[config.mk]
export PLATFORM = sky130hd
export DESIGN_NAME = pdu_ctrl
export DESIGN_NICKNAME = d
export VERILOG_FILES = /design/src/rtl/pdu_pkg.sv /design/src/rtl/pdu_entry_buf.sv /design/src/rtl/pdu_ctrl.sv
export SDC_FILE = /design/constraint.sdc
export NUM_CORES = 1
export LEC_CHECK = 0
export CAP_MARGIN = 20
export CORE_UTILIZATION = 30
export CTS_CLUSTER_SIZE = 16
export DETAILED_ROUTE_END_ITERATION = 10
export SETUP_SLACK_MARGIN = 0.15
export SYNTH_ARGS = -nofsm -noshare
export SYNTH_HDL_FRONTEND = slang
export SYNTH_SLANG_ARGS = --single-unit
[constraint.sdc]
create_clock -name clk -period 3.44 [get_ports clk]
set_input_delay 1.032 -clock clk [delete_from_list [all_inputs] [get_ports clk]]
set_output_delay 1.032 -clock clk [all_outputs]
set_load 0.05 [all_outputs]
[src/rtl/pdu_pkg.sv]
`default_nettype none
// ============================================================================
//  Module      : pdu_pkg
//  Description : Shared definitions for the debug-unit controller. This
//                includes the state encodings, default widths and the
//                hex-digit priority encoder.
//  Revision    : 1.0 - initial release
// ============================================================================
package pdu_pkg;

    localparam int c_data_w_def = 32;
    localparam int c_addr_w_def = 8;
    localparam int c_ndig_w     = 4;
    localparam int c_mode_w     = 3;

    // State codes double as the status-LED mode value.
    localparam logic [c_mode_w-1:0] c_st_pause = 3'd0;
    localparam logic [c_mode_w-1:0] c_st_step  = 3'd1;
    localparam logic [c_mode_w-1:0] c_st_run   = 3'd2;
    localparam logic [c_mode_w-1:0] c_st_wait  = 3'd3;
    localparam logic [c_mode_w-1:0] c_st_chk   = 3'd4;

    // Index of the lowest set bit. When several keys pulse together,
    // the smallest digit is the one that is taken.
    function automatic logic [3:0] lowest_set(input logic [15:0] v);
        lowest_set = 4'd0;
        for (int i = 15; i >= 0; i--) begin
            if (v[i]) lowest_set = 4'(i);
        end
    endfunction

endpackage
`default_nettype wire

[src/rtl/pdu_entry_buf.sv]
`default_nettype none
// ============================================================================
//  Module      : pdu_entry_buf
//  Description : Hex entry buffer for the debug unit. Digits shift in from
//                the right, a delete shifts them back out, and enter commits
//                the buffer as the pending CPU input word.
//  Revision    : 1.0 - initial release
// ============================================================================
module pdu_entry_buf
    import pdu_pkg::*;
#(
    parameter int DATA_W = c_data_w_def
) (
    input  logic                clk,
    input  logic                rst,
    input  logic [15:0]         hd_ps,
    input  logic                del_ps,
    input  logic                ent_ps,
    input  logic                consume,
    output logic [DATA_W-1:0]   ebuf,
    output logic [c_ndig_w-1:0] ndig,
    output logic [DATA_W-1:0]   in_data,
    output logic                in_pend
);

    localparam logic [c_ndig_w-1:0] c_max_dig = c_ndig_w'(DATA_W / 4);

    logic [DATA_W-1:0]   r_ebuf;
    logic [c_ndig_w-1:0] r_ndig;
    logic [DATA_W-1:0]   r_in_data;
    logic                r_in_pend;
    logic [3:0]          w_digit;
    logic                w_hd_any;

    assign w_digit  = lowest_set(hd_ps);
    assign w_hd_any = |hd_ps;

    // Buffer edits: enter beats delete beats digit, and the losers are dropped.
    always_ff @(posedge clk) begin
        if (rst) begin
            r_ebuf    <= '0;
            r_ndig    <= '0;
            r_in_data <= '0;
        end else if (ent_ps) begin
            r_in_data <= r_ebuf;
            r_ebuf    <= '0;
            r_ndig    <= '0;
        end else if (del_ps) begin
            if (r_ndig != '0) begin
                r_ebuf <= r_ebuf >> 4;
                r_ndig <= r_ndig - 1'b1;
            end
        end else if (w_hd_any && (r_ndig < c_max_dig)) begin
            r_ebuf <= {r_ebuf[DATA_W-5:0], w_digit};
            r_ndig <= r_ndig + 1'b1;
        end
    end

    // Pending flag: a fresh commit wins over a same-cycle consume.
    always_ff @(posedge clk) begin
        if (rst) begin
            r_in_pend <= 1'b0;
        end else if (ent_ps) begin
            r_in_pend <= 1'b1;
        end else if (consume) begin
            r_in_pend <= 1'b0;
        end
    end

    assign ebuf    = r_ebuf;
    assign ndig    = r_ndig;
    assign in_data = r_in_data;
    assign in_pend = r_in_pend;

endmodule
`default_nettype wire

[src/rtl/pdu_ctrl.sv]
`default_nettype none
// ============================================================================
//  Module      : pdu_ctrl
//  Description : Debug-unit controller. It gates the CPU clock enable for
//                pause, single-step and run modes, stalls CPU input reads
//                until a word is entered, and holds the inspection address.
//  Revision    : 1.0 - initial release
// ============================================================================
module pdu_ctrl
    import pdu_pkg::*;
#(
    parameter int DATA_W = c_data_w_def,
    parameter int ADDR_W = c_addr_w_def
) (
    input  logic                clk,
    input  logic                rst,
    input  logic                step_ps,
    input  logic                cont_ps,
    input  logic                chk_ps,
    input  logic                ent_ps,
    input  logic                del_ps,
    input  logic [15:0]         hd_ps,
    input  logic                io_rd,
    output logic                cpu_en,
    output logic [DATA_W-1:0]   in_data,
    output logic                in_pend,
    output logic [DATA_W-1:0]   ebuf,
    output logic [c_ndig_w-1:0] ndig,
    output logic [ADDR_W-1:0]   chk_addr,
    output logic [c_mode_w-1:0] mode
);

    logic [c_mode_w-1:0] r_state;
    logic [c_mode_w-1:0] w_state_nxt;
    logic [ADDR_W-1:0]   r_chk_addr;
    logic                w_cpu_en;
    logic                w_consume;
    logic                w_rd_stall;

    // A read with nothing pending has to stall the CPU in the same cycle.
    assign w_rd_stall = io_rd & ~in_pend;
    assign w_consume  = w_cpu_en & io_rd & in_pend;

    pdu_entry_buf #(
        .DATA_W (DATA_W)
    ) u_entry_buf (
        .clk     (clk),
        .rst     (rst),
        .hd_ps   (hd_ps),
        .del_ps  (del_ps),
        .ent_ps  (ent_ps),
        .consume (w_consume),
        .ebuf    (ebuf),
        .ndig    (ndig),
        .in_data (in_data),
        .in_pend (in_pend)
    );

    // State register.
    always_ff @(posedge clk) begin
        if (rst) begin
            r_state <= c_st_pause;
        end else begin
            r_state <= w_state_nxt;
        end
    end

    // Next-state logic.
    always_comb begin
        w_state_nxt = r_state;
        case (r_state)
            c_st_pause: begin
                if (step_ps)      w_state_nxt = c_st_step;
                else if (cont_ps) w_state_nxt = c_st_run;
                else if (chk_ps)  w_state_nxt = c_st_chk;
            end
            c_st_step:  w_state_nxt = c_st_pause;
            c_st_run: begin
                if (cont_ps)         w_state_nxt = c_st_pause;
                else if (w_rd_stall) w_state_nxt = c_st_wait;
            end
            c_st_wait: begin
                if (cont_ps)      w_state_nxt = c_st_pause;
                else if (in_pend) w_state_nxt = c_st_run;
            end
            c_st_chk: begin
                if (step_ps || cont_ps) w_state_nxt = c_st_pause;
            end
            default:    w_state_nxt = c_st_pause;
        endcase
    end

    // Output logic: exactly one enable cycle per step, and run mode is gated by read stalls.
    always_comb begin
        w_cpu_en = 1'b0;
        if (r_state == c_st_step) begin
            w_cpu_en = 1'b1;
        end else if (r_state == c_st_run) begin
            w_cpu_en = ~w_rd_stall;
        end
    end

    // The inspection address is seeded from the entry buffer and stepped in check mode.
    always_ff @(posedge clk) begin
        if (rst) begin
            r_chk_addr <= '0;
        end else if (r_state == c_st_pause) begin
            if (chk_ps && !step_ps && !cont_ps) begin
                r_chk_addr <= ebuf[ADDR_W-1:0];
            end
        end else if (r_state == c_st_chk) begin
            if (ent_ps) begin
                r_chk_addr <= ebuf[ADDR_W-1:0];
            end else if (chk_ps && !step_ps && !cont_ps) begin
                r_chk_addr <= r_chk_addr + 1'b1;
            end
        end
    end

    assign cpu_en   = w_cpu_en;
    assign chk_addr = r_chk_addr;
    assign mode     = r_state;

endmodule
`default_nettype wire
==> impl_results.rst <==
.. list-table::
   :header-rows: 1

   * - Metric
     - Value
   * - Synth unique cells
     - 48
   * - Floorplan die height
     - 112 µm
   * - Dpl hpwl
     - 7090 µm
   * - Biggest fanout along the worst timing path
     - 2
   * - Pwr per Cell Area
     - 491 nW/µm²
   * - Initial cell density of the core
     - 31.4%
   * - Setup repair after global routing missed its margin
     - false
   * - Placer Congestion
     - around 0.78
   * - Worst Hold End
     - u_entry_buf.in_data[24]$_SDFFE_PP0P_
   * - Count of unresolved DRC violations after routing
     - 0
   * - Top metal layer carrying routed signals
     - met4
   * - Pin count of the biggest net entering global routing
     - 52
   * - Global router's overall resource usage
     - 16.6%
   * - Worst hold stages
     - 2
   * - Setup bufs post-CTS
     - 0
   * - Final setup vio count
     - 0
   * - Clock transition at the registers of the reported paths
     - 60 ps
   * - I/O pin count
     - 105
   * - Endpoint of the worst register-to-register path
     - u_entry_buf.ndig[2]$_SDFFE_PP0P_
   * - Count of routing violations after the opening detailed-route iteration
     - 184
   * - Vias after detailed routing
     - 3279
   * - Leakage
     - 1.98 nW
   * - Horizontal extent of the die
     - 112 µm
   * - Flop and latch count out of synthesis
     - 80
   * - Layout Skew
     - between 8 and 9 ps
   * - Metal2 WL
     - 4780 µm
   * - Netlist area before placement
     - ~3700 µm²
   * - Final Net Count
     - 521
   * - Number of synthesis warnings
     - 0
   * - End-of-flow core utilization
     - 44.4%
   * - R2R depth
     - 5
   * - Number of gates given a new drive strength after cts
     - 0
   * - Clock buffers created by TritonCTS
     - 9
   * - H-tree lvl count
     - 3
   * - Total routed wirelength
     - 10200 µm
   * - Data required time of the worst path
     - 2410 ps
   * - Most common cell after layout, fill and taps aside
     - clkdlybuf4s50_1
   * - Met1 routed wirelength after detailed routing
     - 4790 µm
   * - Average routed wire per standard cell
     - 15.9 µm
   * - Metal3 WL
     - 520 µm
   * - Number of clock sinks
     - 80
   * - Number of flops mapped to enable cells by yosys
     - 0
   * - Worst Setup Slack, final
     - 317 ps
   * - Clk_lat worst skew
     - 330 ps
   * - Total Die Area
     - 12600 µm²
   * - Fraction of synthesis flops using an asynchronous set or reset pin
     - 0%
   * - Post-route ant nets
     - 0
   * - Clock tree root buffer cell
     - clkbuf_16
   * - Final-report hold violation count
     - 0
   * - Max-cap violations
     - 0
   * - CTS Hold Buffers Added
     - 0
   * - Aggregate negative setup slack
     - 0 ps
   * - Startpoint kind of the worst setup timing path
     - input port
   * - Number of global-route vias before repair
     - 3247
   * - Number of rows in the core area
     - 39
   * - Count of antenna diodes in the layout
     - 0
   * - Worst vdd ir
     - 0.000273 V
   * - Placeable core region
     - about 12000 µm²
   * - Area growth syn-to-layout
     - 41.4%
   * - Pin slew with the least headroom to its limit
     - 943 ps
   * - Critical path endpoint category
     - primary output
   * - Highest-count cells in the layout ignoring fill and taps
     - clkdlybuf4s50_1, dfxtp_1, nor2_1
   * - Register-to-register path setup slack
     - ~1200 ps
   * - Dominant synthesized flop cell
     - dfxtp_1
   * - Worst setup timing slack at the placement stage
     - 151 ps
   * - Min Clock Period, post-route
     - 3120 ps
   * - Post-synthesis net count
     - 424
   * - Number of search-and-repair iterations in the first detailed-routing pass
     - 4
   * - HP Start
     - u_entry_buf.in_data[24]$_SDFFE_PP0P_
   * - Worst EP arrival
     - roughly 2100 ps
   * - Synthesized instance count
     - about 400
   * - Tightest slew margin relative to the limit
     - a little over a third
   * - Wire length of the first global-routing pass
     - approximately 17000 µm
   * - Final Cycle Share
     - 90.8%
   * - Run status
     - finished clean
   * - Overflow after GRT
     - 0
   * - Maximum clock rate
     - 320 MHz
   * - Post-Synthesis Mean Instance Area
     - 9.24 µm²
   * - Sequential cell area fraction in the yosys report
     - 43.8%
   * - Count of input and output buffers
     - 104
   * - Category of the critical setup timing path
     - in -> out
   * - Startpoint of the worst-slack reg-to-reg timing path
     - u_entry_buf.ndig[0]$_SDFFE_PP0P_
   * - Pins Over Slew Limit
     - 0
   * - Vias per inst
     - 5.12
   * - Share of layout cells above drive strength 1
     - 9.64%
   * - Clock tree from TritonCTS
     - done
   * - Initial antenna violation count
     - 0
   * - HP Class
     - reg -> reg
   * - Worst-case clock buffer depth
     - 2
==> synth_stat cells (2+ instances only) <==
library cell	count	area share, %
nand3b_1	3	0.62
or3_1	3	0.51
o21ai_0	5	0.68
nand3_1	6	0.82
a211oi_2	10	3.4
o41ai_1	2	0.48
nand2_1	17	1.7
a221oi_1	2	0.48
buf_2	2	0.27
mux2i_1	59	16
a211oi_1	18	3.7
inv_1	10	1.0
nand2b_1	3	0.51
o32ai_1	3	0.72
xnor2_1	2	0.48
nor3_1	10	1.4
or2_2	4	0.68
nor2_1	79	8.1
a21o_1	5	1.0
or4_1	4	0.82
buf_6	2	0.62
ha_1	3	1.0
a21oi_1	21	2.9
buf_1	2	0.21
dfxtp_1	80	44
clkbuf_1	19	1.9
==> cell families (layout without fill, tap and decap cells) <==
logic type	after synthesis	in the layout	share of synthesized area, %
and+or+nand+nor	136	136	17.0
DFF	80	80	43.8
AOI/OAI and AO/OA	79	79	16.7
muxes	60	60	16.4
buffers and inverters	35	137	4.07
adders and majority gates	4	4	1.57
xor gates and xnor gates	2	2	0.479
==> routing by layer <==
layer	vias to the layer above	track usage, %
met1	1571	20.4
met2	88	28.3
met3	7	4.91
li1	1613	-
met5	-	0
met4	0	4.00
==> registers in the layout, indices dropped and copies added (netlist names) <==
register,count
mode,3
u_entry_buf.ndig,4
u_entry_buf.in_data,32
chk_addr,8
u_entry_buf.in_pend,1
u_entry_buf.ebuf,32
==> layout make-up <==
| class | count | area [µm²] |
|---|---|---|
| Tap cell | 143 | 179 |
| Timing Repair Buffer | 111 | 1100 |
| Fill cell | 1117 | 6490 |
| Multi-Input combinational cell | 281 | 1920 |
| Clock buffer | 10 | 229 |
| Sequential cell | 80 | 1600 |
| Inverter | 10 | 37.5 |
| Clock inverter | 6 | 108 |
==> worst max path at each step <==
stage	from	end	slack [ps]	depth (start not counted)
after floorplan	io_rd	cpu_en	420	3
after global placement	hd_ps[11]	u_entry_buf.ndig[2]$_SDFFE_PP0P_	200	7
after detailed placement	hd_ps[8]	u_entry_buf.ndig[2]$_SDFFE_PP0P_	150	7
after CTS	io_rd	cpu_en	310	5
after global routing	io_rd	cpu_en	270	5
final	io_rd	cpu_en	320	5
==> per-stage QoR <==
step | hold slack [ps] | instances | total power [mW] | instance area (µm²)
floorplan | 699 | 396 | 1.33 | 3660
finish | 495 | 641 | 2.54 | 5170
global placement | 473 | 625 | 1.48 | 4840
CTS | 502 | 641 | 2.57 | 5170
global route | 515 | 641 | 2.65 | 5170
detailed placement | 486 | 625 | 1.49 | 4840
==> where the power goes <==
part	internal, mW	switching (mW)	total, mW	leakage [nW]
combinational	0.170	0.287	0.457	1.17
clock	0.706	0.364	1.07	0.162
sequential	0.961	0.0493	1.01	0.649
==> worst max-delay path, stage by stage <==
cell and delay [ps]:
clkdlybuf4s50_1 420, nand2b_1 100, nand3b_1 80, a21oi_1 280, buf_12 180
Note: power is estimated with default switching activity, not from simulation.
